`config.mk`:
```
export PLATFORM = sky130hd
export DESIGN_NAME = alu_seq_multiplier
export DESIGN_NICKNAME = d
export VERILOG_FILES = /design/src/rtl/alu_seq_multiplier.sv
export SDC_FILE = /design/constraint.sdc
export NUM_CORES = 1
export LEC_CHECK = 0
export ABC_AREA = 1
export CAP_MARGIN = 0
export CORE_MARGIN = 4
export CORE_UTILIZATION = 45
export CTS_BUF_LIST = sky130_fd_sc_hd__clkbuf_16
export CTS_CLUSTER_SIZE = 40
export DETAILED_ROUTE_END_ITERATION = 8
export GPL_TIMING_DRIVEN = 0
export PLACE_DENSITY = 0.78
export SLEW_MARGIN = 20
export SYNTH_ARGS = -nofsm -noshare
export SYNTH_HDL_FRONTEND = slang
export SYNTH_SLANG_ARGS = --single-unit
export TNS_END_PERCENT = 50
```
`constraint.sdc`:
```
create_clock -name clk -period 1.2 [get_ports clk]
set_input_delay 0.24 -clock clk [delete_from_list [all_inputs] [get_ports clk]]
set_output_delay 0.24 -clock clk [all_outputs]
set_load 0.005 [all_outputs]
```
`src/rtl/alu_seq_multiplier.sv`:
```
// Unsigned W x W -> 2W shift-add multiplier that borrows an external ALU
// for its only adder. The ALU is driven combinationally from registers in
// RUN, and its sum plus carry is folded back into {acc,q} at the next edge.
//
// state | meaning
// ------+----------------------------------------------------------------
// IDLE  | waiting for start; ALU operands parked at zero
// RUN   | one add-and-shift per cycle, WIDTH cycles, start ignored
// DONE  | one-cycle done pulse; a start here launches the next multiply
module alu_seq_multiplier #(
  parameter int unsigned WIDTH     = 8,
  parameter int unsigned SEL_WIDTH = 4,
  parameter int unsigned ADD_SEL   = 0
) (
  input  logic                   clk,
  input  logic                   rst_n,
  input  logic                   start,
  input  logic [WIDTH-1:0]       multiplicand,
  input  logic [WIDTH-1:0]       multiplier,
  output logic                   busy,
  output logic                   done,
  output logic [2*WIDTH-1:0]     product,
  output logic [WIDTH-1:0]       alu_input0,
  output logic [WIDTH-1:0]       alu_input1,
  output logic [SEL_WIDTH-1:0]   alu_select,
  input  logic [WIDTH-1:0]       alu_outputf,
  input  logic                   alu_carryout
);

  localparam int unsigned CNT_W = $clog2(WIDTH + 1);

  typedef enum logic [1:0] {
    IDLE = 2'd0,
    RUN  = 2'd1,
    DONE = 2'd2
  } state_t;

  state_t               state_q, state_d;
  logic [WIDTH-1:0]     m_q, m_d;
  logic [WIDTH-1:0]     acc_q, acc_d;
  logic [WIDTH-1:0]     q_q, q_d;
  logic [CNT_W-1:0]     cnt_q, cnt_d;
  logic [2*WIDTH-1:0]   product_q, product_d;

  // Carry, sum and the low half form one (2W+1)-bit word; dropping its LSB
  // is the per-step right shift, so the carry lands in the top bit of acc.
  logic [2*WIDTH:0]     step_cat;
  logic [2*WIDTH-1:0]   step_shifted;

  assign step_cat     = {alu_carryout, alu_outputf, q_q};
  assign step_shifted = step_cat[2*WIDTH:1];

  assign busy       = (state_q == RUN);
  assign done       = (state_q == DONE);
  assign product    = product_q;
  assign alu_select = SEL_WIDTH'(ADD_SEL);

  // ALU operands are only live in RUN; elsewhere they are held at zero.
  always_comb begin
    alu_input0 = '0;
    alu_input1 = '0;
    if (state_q == RUN) begin
      alu_input0 = acc_q;
      alu_input1 = q_q[0] ? m_q : '0;
    end
  end

  // Next-state and datapath update.
  always_comb begin
    state_d   = state_q;
    m_d       = m_q;
    acc_d     = acc_q;
    q_d       = q_q;
    cnt_d     = cnt_q;
    product_d = product_q;
    case (state_q)
      IDLE, DONE: begin
        state_d = IDLE;
        if (start) begin
          m_d     = multiplicand;
          q_d     = multiplier;
          acc_d   = '0;
          cnt_d   = CNT_W'(WIDTH);
          state_d = RUN;
        end
      end
      RUN: begin
        {acc_d, q_d} = step_shifted;
        cnt_d        = cnt_q - CNT_W'(1);
        if (cnt_q == CNT_W'(1)) begin
          product_d = step_shifted;
          state_d   = DONE;
        end
      end
      default: state_d = IDLE;
    endcase
  end

  // State and datapath registers; reset discards any in-flight multiply.
  always_ff @(posedge clk or negedge rst_n) begin
    if (!rst_n) begin
      state_q   <= IDLE;
      m_q       <= '0;
      acc_q     <= '0;
      q_q       <= '0;
      cnt_q     <= '0;
      product_q <= '0;
    end else begin
      state_q   <= state_d;
      m_q       <= m_d;
      acc_q     <= acc_d;
      q_q       <= q_d;
      cnt_q     <= cnt_d;
      product_q <= product_d;
    end
  end

endmodule

```
==> impl.org, run 1 <==
** Synth
- The number of different library cells used by synthesis comes to 21.
- The most used flip-flop cell after synthesis is sky130_fd_sc_hd__dfrtp_1.
- The synthesized netlist occupies a cell area of ~2000 um2.
- In the post-synthesis netlist, the biggest area contributors are sky130_fd_sc_hd__dfrtp_1 (57%), sky130_fd_sc_hd__nand2_1 (18%), sky130_fd_sc_hd__inv_1 (4.1%).
- sky130_fd_sc_hd__dfrtp_1 takes more of the synthesized area than any other cell.
- Dividing the synthesized area by the synthesized cell count gives between 8 and 9 um2.
- After synthesis, flip-flops and latches occupy approximately 57% of the total area.
- Synthesized-area fraction occupied by adder cells :: 1.23%
- After synthesis, the largest family of logic cells by area is simple AND/OR/NAND/NOR gates.
- Xor/xnor cell area share of the yosys netlist :: 0%
- For this run, the number of Yosys warnings is 0.
- Post-synthesis cell count :: roughly 240
- Yosys mapped a number of flops with a built-in enable equal to 0.
- Complex-gate fraction of the synthesized area :: between 6 and 7%
- Simple-gate share of the synthesized area :: between 20% and 30%
- Async S/R FF share, synth :: 100%
- The synthesized design devotes to its leading area cell type 56.7% of total area.
- Flip-flop and latch count after synthesis :: between 40 and 50
- Mux cell area share after synthesis :: 0%

** STA
- Worst-case headroom to the max-slew limit :: 62.5%
- Counting I/O delays and the setup requirement, the final critical path takes about 1.5 ns.
- Number of failing setup endpoints in the final timing report :: 46
- The final critical path takes up 126% of the cycle.
- Final critical-path setup slack :: -0.317 ns
- Slew at the pin with the worst max-slew slack :: 0.562 ns
- Timing would allow up to roughly 660 MHz.
- Fin. Hold Viols :: 0
- Between clock sinks in the finished design, the worst skew comes to between 0.005 and 0.006 ns.
- Setup repair after global routing could not meet its margin everywhere.
- Hold timing on the final database bottoms out at a slack of roughly 0.48 ns.
- The final count of pins violating max slew came to 0.

** Routing
- The detailed router put a total of between 2 and 2.5 mm of wire on met1.
- Wire length after detailed routing :: 5.34 mm
- The first detailed-routing pass took 4 iterations.
- Vias per std cell :: between 4 and 5
- Number of remaining DRC errors :: 0
- Total length of routed met2 wires :: 2.66 mm
- Highest signal layer in the routed design :: met4
- The first routing iteration left 97 violations.
- After detailed routing, the met3 layer carries 377 um of wire.
- Antenna Nets Post-Route :: 0
- Detailed-route via count :: ~1,900
- After detailed routing, the average wire length per cell comes to between 10 and 15 um.

** Pwr
- Power share of the combinational group :: between 40 and 50%
- VDD IR max :: approximately 1.1 mV
- Internal power comes to 5200 uW.
- P_sw :: between 3000 and 4000 uW
- Sequential share of power :: between 30% and 40%
- Dividing total power by cell area gives a power density of about 2600 nW/um2.
- Of the total power, the clock network draws 15.8%.
- Switching part of the total :: around 37%
- In this run the static leakage power is ~0.0016 uW.
- The completed layout was analyzed and its total power is a little over 8000 uW.

** Clocking
- After clock tree synthesis, the clock-pin slew on the worst setup and hold paths is ~0.06 ns.
- TritonCTS built the clock tree.
- The clock tree synthesis step divided the H-tree into 2 levels.
- The root buffer cell chosen for the clock tree is sky130_fd_sc_hd__clkbuf_16.
- The tree built by TritonCTS fans out to 46 sinks.
- Counting the buffers created by CTS gives 5.
- The clock reaches the later pin of the worst-skew pair after 0.28 ns.
- Max Buffers Root-to-Sink :: 2

** Worst setup path
- Setup slack of the worst register-to-register path :: -0.21 ns
- The worst setup path is launched from a register.
- The worst setup path is captured at an output pin.
- Maximum fanout along the worst path :: 10
- Data on the critical path is required at its endpoint by roughly 0.96 ns.
- CP Class :: reg -> out
- Endpoint arrival time on the critical path :: ~1.3 ns

** Layout
- Fill cell instance count of the final layout :: between 300 and 400
- The library cells used most frequently in the layout, excluding fill and tap cells, are sky130_fd_sc_hd__nand2_1 (80), sky130_fd_sc_hd__dfrtp_1 (45), sky130_fd_sc_hd__clkdlybuf4s50_1 (26).
- The repair_antennas step left the layout with diodes totalling 0.
- Count of placed standard cells in the final layout, fillers left out :: 382
- Of the cells placed in the final design, the portion with a size suffix greater than 1 is between 30% and 40%.
- After routing the design area is between 3000 and 4000 um2.
- Number of nets in the final layout :: around 360
- Most common cell after layout, fill and taps aside :: sky130_fd_sc_hd__nand2_1
- Synthesis-to-finish area growth :: 57.0%

** Place
- DP Wirelength :: around 3.4 mm
- Placed instance count :: roughly 350
- Timing analysis after detailed placement gives a worst setup slack of -0.510 ns.
- Routability-driven placement finished with a final weighted congestion of between 0.7 and 0.8.
- Number of buffers added on ports :: around 60
- Post-place instance area :: between 2000 and 3000 um2

** GRT
- Vias in the first global route :: 1,849
- The initial antenna violation count came to 0.
- Pin count of the biggest net entering global routing :: 25
- Overflow left after global routing :: 0
- The first global-routing pass estimated slightly above 8 mm of wire.
- All-layer global routing usage :: roughly 19%

** Die
- The region available for standard cell placement spans between 4000 and 5000 um2.
- Once the floorplan was initialized, standard cells occupied approximately 47% of the core.
- In this run the vertical extent of the chip is around 75 um.
- Ports placed on the boundary :: 66
- After floorplanning, the core was divided into 24 placement rows.
- From left edge to right edge, the die measures 75.2 um.
- Die area :: about 5600 um2

** Status
- The flow ran to the end, but the final reports show violations.
- The final reports fail on setup timing.

** Job
- Count of maximum capacitance violations :: 0

** Hold path
- The tightest min-delay check is of the reg -> reg type.
## state kept, by name, summed over array words and instances (netlist names)
register  count
acc_q         8
cnt_q         4
m_q           8
product      16
q_q           8
state_q       2
## worst max-delay path, stage by stage (launching register included)
cell,delay (ns)
sky130_fd_sc_hd__dfrtp_1,0.39
sky130_fd_sc_hd__inv_2,0.08
sky130_fd_sc_hd__nand2_4,0.07
sky130_fd_sc_hd__buf_8,0.16
sky130_fd_sc_hd__nor2_2,0.09
sky130_fd_sc_hd__clkdlybuf4s15_2,0.21
## kinds of logic after synthesis
| logic type | Yosys count |
|---|---|
| compound gates | 19 |
| flops | 46 |
| fa+ha+maj | 2 |
| buf+inv | 37 |
| simple gates | 132 |
| other cells | 1 |
## layer usage
layer | GRT usage (%) | up-vias
li1 | - | 907
met2 | 32.7 | 69
met4 | 8.74 | 0
met1 | 23.6 | 865
met3 | 4.54 | 11
met5 | 0 | -
## final timing paths
check / start / endpoint / depth (start not counted)
worst max-delay path: state_q[1] / alu_input0[0] / 5
worst min-delay path: m_q[7] / m_q[7] / 2
worst max register to register: state_q[1] / product[1] / 8
worst min register to register: m_q[7] / m_q[7] / 2
max in group asynchronous: rst_n / state_q[0] / 3
min in group asynchronous: rst_n / product[9] / 2
## cells in the mapped netlist, types with 2 or more instances
cell type	n
sky130_fd_sc_hd__ha_1	2
sky130_fd_sc_hd__nand2_1	97
sky130_fd_sc_hd__dfrtp_1	46
sky130_fd_sc_hd__buf_4	4
sky130_fd_sc_hd__nand3_1	10
sky130_fd_sc_hd__nor2_1	20
sky130_fd_sc_hd__o21ai_0	2
sky130_fd_sc_hd__o22ai_1	9
sky130_fd_sc_hd__buf_2	6
sky130_fd_sc_hd__buf_6	2
sky130_fd_sc_hd__o21ai_2	8
sky130_fd_sc_hd__inv_1	22
## power by group through the flow
stage	Combinational [uW]	Clock (uW)	Sequential, uW
2_1_floorplan	1730	0	2710
3_3_place_gp	3220	0	2730
3_5_place_dp	3310	0	2770
4_1_cts	3620	1330	2780
5_1_grt	4570	1380	2940
6_report	4120	1310	2840
## final cells by class
cell class	count	area (um2)	area share, %
Clock buffer	5	125	3.93
Tap cell	52	65.1	2.04
Clock inverter	3	16.3	0.511
Timing Repair Buffer	83	774	24.3
Sequential cell	46	1150	36.2
Inverter	24	91.3	2.87
Buffer	12	125	3.93
Multi-Input combinational cell	157	836	26.2
## per-stage QoR
step	TNS (ns)	util (%)
after CTS	-6.77	69.5
after global placement	-75.37	62.4
after floorplan	0	-
after global routing	-11.61	73.2
after detailed placement	-14.70	62.9
final	-8.06	73.2
## timing repair
action,CTS,global route
pin swaps,5,1
cloned,1,1
buffers inserted,16,2
hold endpoints to repair,22,0
gates resized for setup,116,51
hold buffers,1,0
setup endpoints to repair,61,67
No activity file was read; power rests on OpenSTA's default activity.
==> inputs of run 2 (changes only) <==
CTS_CLUSTER_DIAMETER = 200   (was default)
==> results of run 2 <==
The final DEF is identical to that of run 1; final timing and power are the same.
==> inputs of run 3 (changes only) <==
CORE_MARGIN = 3   (was 4)
==> impl.org, run 3 (same netlist as run 1, synthesis figures left out) <==
** Job
- Across the run, the number of max-cap violations was 0.

** Clocking
- Skew-Pair Late Insertion Delay :: about 0.28 ns
- TritonCTS built the clock tree.
- CTS Root Buffer Type :: sky130_fd_sc_hd__clkbuf_16
- Clock-pin slew was measured on the worst setup and hold paths at ~0.060 ns.
- In this run the number of H-tree levels came out at 2.
- Total CTS buffers :: 5
- The clock passes through at most 2 buffers.
- The tree built by TritonCTS fans out to 46 sinks.

** Layout
- Leaving out filler cells and counting taps, the final layout contains around 380.
- From synthesis to final layout, the design area changed by 59.4%.
- N_diodes :: 0
- Fill cells in the final layout number around 260.
- The finished cells cover 3240 um2.
- Cells fill 77.5% of the core in the end.
- In the final layout, flip-flops and latches occupy around 1200 um2.
- Number of nets in the final layout :: ~360
- Of the cells placed in the final design, the portion with a size suffix greater than 1 is roughly 35%.
- Commonest non-fill, non-tap cells in the layout :: sky130_fd_sc_hd__nand2_1 (80), sky130_fd_sc_hd__dfrtp_1 (44), sky130_fd_sc_hd__clkdlybuf4s50_1 (26)
- The library cell used most frequently in the layout, excluding fill and tap cells, is sky130_fd_sc_hd__nand2_1.
- In the final layout, the multi-input gates occupy 866 um2.
- The register with the most flip-flops in the layout has 16 of them.

** GRT
- Pin count of the biggest net entering global routing :: 33
- For this run, the total global-route usage over all layers was measured as between 15 and 20%.
- Vias in the first global route :: around 1,700
- The initial antenna violation count was 0.
- The first global-routing pass estimated around 8 mm of wire.
- For this run the aggregate overflow at the end of global routing stands at 0.

** Place
- Once placement finished, the instance area stood at 2730 um2.
- RePlAce Congestion :: 0.777
- Number of buffers added on ports :: 61
- DP Wirelength :: 3.28 mm
- In this run, placement finished with an instance count of 352.

** Worst setup path
- In this design, the stage delay of the slowest critical-path cell is about 0.4 ns.
- The critical path is of the reg -> out type.
- Startpoint type of the worst setup path :: register
- Critical Path Sink Type :: output pin
- Maximum fanout along the worst path :: 5
- Among all stages on the critical path, the largest delay is contributed by sky130_fd_sc_hd__dfrtp_2.
- Critical path cell sequence :: buf_6, nand2_8, buf_8, nor2_4, buf_2
- Data arrives at the worst endpoint at around 1.2 ns.
- Data on the critical path is required at its endpoint by around 0.96 ns.
- Buf+Inv Stages, Crit Path :: 3
- Family with the most delay on the worst path :: flip-flops

** Die
- Core Box Area :: around 4200 um2
- For this configuration, the core starts out at a cell density of 48.6%.
- Measured along the x axis, the die boundary spans about 73 um.
- The die covers between 5000 and 6000 um2.
- Height of the die :: roughly 73 um
- Row count :: 23
- Ports placed on the boundary :: between 60 and 70

** STA
- Final sum of negative setup slack :: -9.67 ns
- Final worst-path cycle share :: 121%
- The number of hold-slack violations in the final timing report came to 0.
- Number of failing setup endpoints in the final timing report :: 60
- Timing-limited maximum frequency :: a little under 700 MHz
- The final count of pins violating max slew was 0.
- Clock Skew :: roughly 0.0055 ns
- Setup repair after global routing could not meet its margin everywhere.
- The smallest clock period supported by the final layout is computed as approximately 1.5 ns.
- Hold is met by about 0.40 ns.
- Final critical-path setup slack :: -0.252 ns

** Pwr
- Dividing total power by cell area gives a power density of around 2600 nW/um2.
- The worst-case IR drop observed on VDD is between 1 and 1.5 mV.
- Lkg Pwr :: approximately 0.0017 uW

** Status
- Violations in the final reports :: setup timing
- Outcome :: complete, but fails checks

** Routing
- Number of remaining DRC errors :: 0
- The final layout contains routed wiring with a total length of roughly 5.3 mm.
- Post-DR wirelength/cell :: approximately 14 um
- Vias per std cell :: 4.89
- In this run, the number of DRC markers left after iteration 0 of detailed routing was about 150.
- Antenna Nets Post-Route :: 0
- The routed layout has around 1,900 vias.
- The first detailed-routing pass ran for 4 iterations.

** Hold path
- In this run the worst hold path is classified as in -> async.
run 3: through the flow:
step                      setup WS (ns)  total power [uW]
after CTS                        -0.226              7660
after global placement            -1.30              5940
after global routing             -0.287              8970
after detailed placement         -0.539              6080
after floorplan                  0.0663              4440
final                            -0.252              8360
run 3: routing by layer:
metal  track usage (%)  share of wire, %
met1              25.4                41
met2              32.4                51
met3              5.51               7.3
met4              6.15               1.1
met5                 0                 0
run 3: worst paths after layout:
| kind | depth (start not counted) | to | startpoint | slack (ns) |
|---|---|---|---|---|
| worst max-delay path | 5 | alu_input0[0] | state_q[0] | -0.25 |
| worst min-delay path | 2 | product[10] | rst_n | 0.40 |
| worst max register to register | 8 | acc_q[4] | state_q[0] | -0.23 |
| worst min register to register | 2 | m_q[5] | m_q[5] | 0.48 |
| max in group asynchronous | 3 | q_q[0] | rst_n | 0.30 |
| min in group clk | 2 | m_q[5] | m_q[5] | 0.48 |
run 3: final cells by class:
| cell class | instances | share of cell area [%] |
|---|---|---|
| Multi-Input combinational cell | 157 | 26.8 |
| Sequential cell | 46 | 35.7 |
| Timing Repair Buffer | 86 | 24.1 |
| Buffer | 12 | 4.33 |
| Clock inverter | 3 | 0.387 |
| Tap cell | 50 | 1.93 |
| Inverter | 24 | 3.02 |
| Clock buffer | 5 | 3.87 |
run 3: power by group:
group	internal, uW	total [uW]	switching [uW]
Combinational	2160	4250	2090
Clock	752	1290	540
Sequential	2330	2810	481
run 3: repair_timing:
action	in CTS	in global routing
resized for setup	124	54
pin swaps	3	1
buffers inserted	14	6
endpoints found under the setup margin	58	65
endpoints found under the hold margin	14	0
hold buffers	1	0
cloned	1	2
==> edit: new RTL, config.mk and constraints of run 1 <==
Set the parameter `WIDTH` to 16 (it was 8).
--- a/src/rtl/alu_seq_multiplier.sv
+++ b/src/rtl/alu_seq_multiplier.sv
@@ -9,5 +9,5 @@
 // DONE  | one-cycle done pulse; a start here launches the next multiply
 module alu_seq_multiplier #(
-  parameter int unsigned WIDTH     = 8,
+  parameter int unsigned WIDTH     = 16,
   parameter int unsigned SEL_WIDTH = 4,
   parameter int unsigned ADD_SEL   = 0
Interface: changed (6 resized); port bits go from 66 to 122. The function was not compared with the original's and may differ.
==> edit against run 1 <==
The run still ends with negative setup slack left; routed wire length grew to 2.6 times the old value; sequential power is 91% higher; setup slack worse by 180 ps; final area is 94% higher; sequential share of layout area is 0.95 points lower; sequential cell count is 41 higher; total power is 99% higher; global-route usage is 4.0 points higher; critical path depth is 1 higher; utilization is 5.3 points higher; non-clock buffer count is 87 higher; die area is 74% higher; area after synthesis is 84% higher; worst hold slack worse by 93 ps; critical path type unchanged; largest cell class unchanged.
==> edit: results (changes against run 1) <==
Post-synthesis sequential area ratio: 0.582 (+0.0147)
Port bufs: 117 (+92%)
Static leakage: 3.12 nW (+94%)
Hold/Removal Path Class: in2async
Largest register FFs: 32 (+16)
Largest net degree at the start of global routing: 46 (+84%)
Failing checks: negative setup slack
Clock latency on the worst-skew pair: 330 ps (+50 ps)
Post-layout nets: 686 (+91%)
Yosys cell types: 19 (-9.5%)
DR vias: 3969 (+110%)
Run status: finished with violations
Fraction of layout cells with a size suffix above 1: 0.332 (+0.0166)
Setup_tns: -32450 ps (-24390 ps)
Initial DRC count: 301 (+210%)
Global-route wire length before repair: 18300 um (+120%)
WP data arrival: 1460 ps (+180 ps)
Synth cell count leaders: nand2_1 (204), dfrtp_1 (87), nand3_1 (52), nor2_1 (37), inv_1 (25)
Detailed Place HPWL: 7390 um (+120%)
Max IR drop VDD: 1420 uV (+25%)
Htree depth: 3 (+1)
Global-route track usage on met2: 0.403 (+0.0765)
Pint: 9.94 mW (+91%)
Endpoints failing setup: 120 (+160%)
Met1 usage: 0.297 (+0.0606)
Filler cell count: 460 (+38%)
Setup WS post-layout: -498 ps (-181 ps)
==> edit: changes by cell type in the layout (fill, tap and decap cells not counted), moves of 16 or more <==
cell / change
nand2_1: +96
dfrtp_1: +40
nand3_1: +38
clkdlybuf4s50_1: +24
clkbuf_2: +19
nor2_4: +16
==> edit: worst paths after layout <==
path | to | slack (ps) | cells after the start
max | alu_input1[13] | -500 | 6
min | m_q[6] | 390 | 2
max reg2reg | product[27] | -340 | 9
min reg2reg | m_q[3] | 480 | 2
max in group asynchronous | product[17] | 240 | 3
min in group clk | m_q[7] | 440 | 3
==> edit: routing by layer <==
layer,wire length (um),vias to the layer above,share of wire
met5,0,-,0
met4,679,0,0.049
met3,1050,61,0.076
met2,6950,265,0.50
met1,5110,1881,0.37
li1,-,1762,-
==> edit: worst register-to-register path, stage by stage, from the launching register on <==
cell and delay [ps]:
dfrtp_1 390, buf_4 140, buf_6 110, nor2_4 140, buf_12 130, buf_12 120
nand2_8 90, clkbuf_16 170, nand2_1 80, nand2_1 70
==> edit: final cells by class <==
class / instances / area share
Buffer: 26 / 0.0507
Sequential cell: 87 / 0.352
Tap cell: 102 / 0.0206
Inverter: 27 / 0.0176
Clock inverter: 6 / 0.0101
Timing Repair Buffer: 156 / 0.233
Multi-Input combinational cell: 325 / 0.280
Clock buffer: 9 / 0.0364
==> edit: cell families (layout without fill, tap and decap cells) <==
| family | Yosys count | after routing |
|---|---|---|
| buf+inv | 55 | 224 |
| other cells | 1 | 4 |
| fa+ha+maj | 2 | 2 |
| simple gates | 298 | 299 |
| flops | 87 | 87 |
| compound gates | 20 | 20 |
==> edit: metrics by stage <==
| step | setup slack [ps] | utilization | cells |
|---|---|---|---|
| floorplan | 8.86 | - | 466 |
| global placement | -3190 | 0.647 | 685 |
| detailed placement | -691 | 0.649 | 686 |
| CTS | -438 | 0.709 | 711 |
| global route | -532 | 0.785 | 738 |
| finish | -498 | 0.785 | 738 |
==> edit: repair_timing <==
item / 4_1_cts / 5_1_grt
pin swaps: 5 / 10
gates resized for setup: 270 / 147
hold endpoints to repair: 44 / 0
endpoints found under the setup margin: 153 / 179
hold buffers: 1 / 0
buffers inserted: 8 / 22
cloned: 2 / 7
==> edit: power by group through the flow <==
stage	clock network [mW]	logic [mW]	registers (mW)
3_3_place_gp	0	5.81	5.16
3_5_place_dp	0	5.97	5.21
5_1_grt	2.87	9.00	5.55
4_1_cts	2.74	6.25	5.23
2_1_floorplan	0	2.84	5.09
6_report	2.72	8.35	5.43
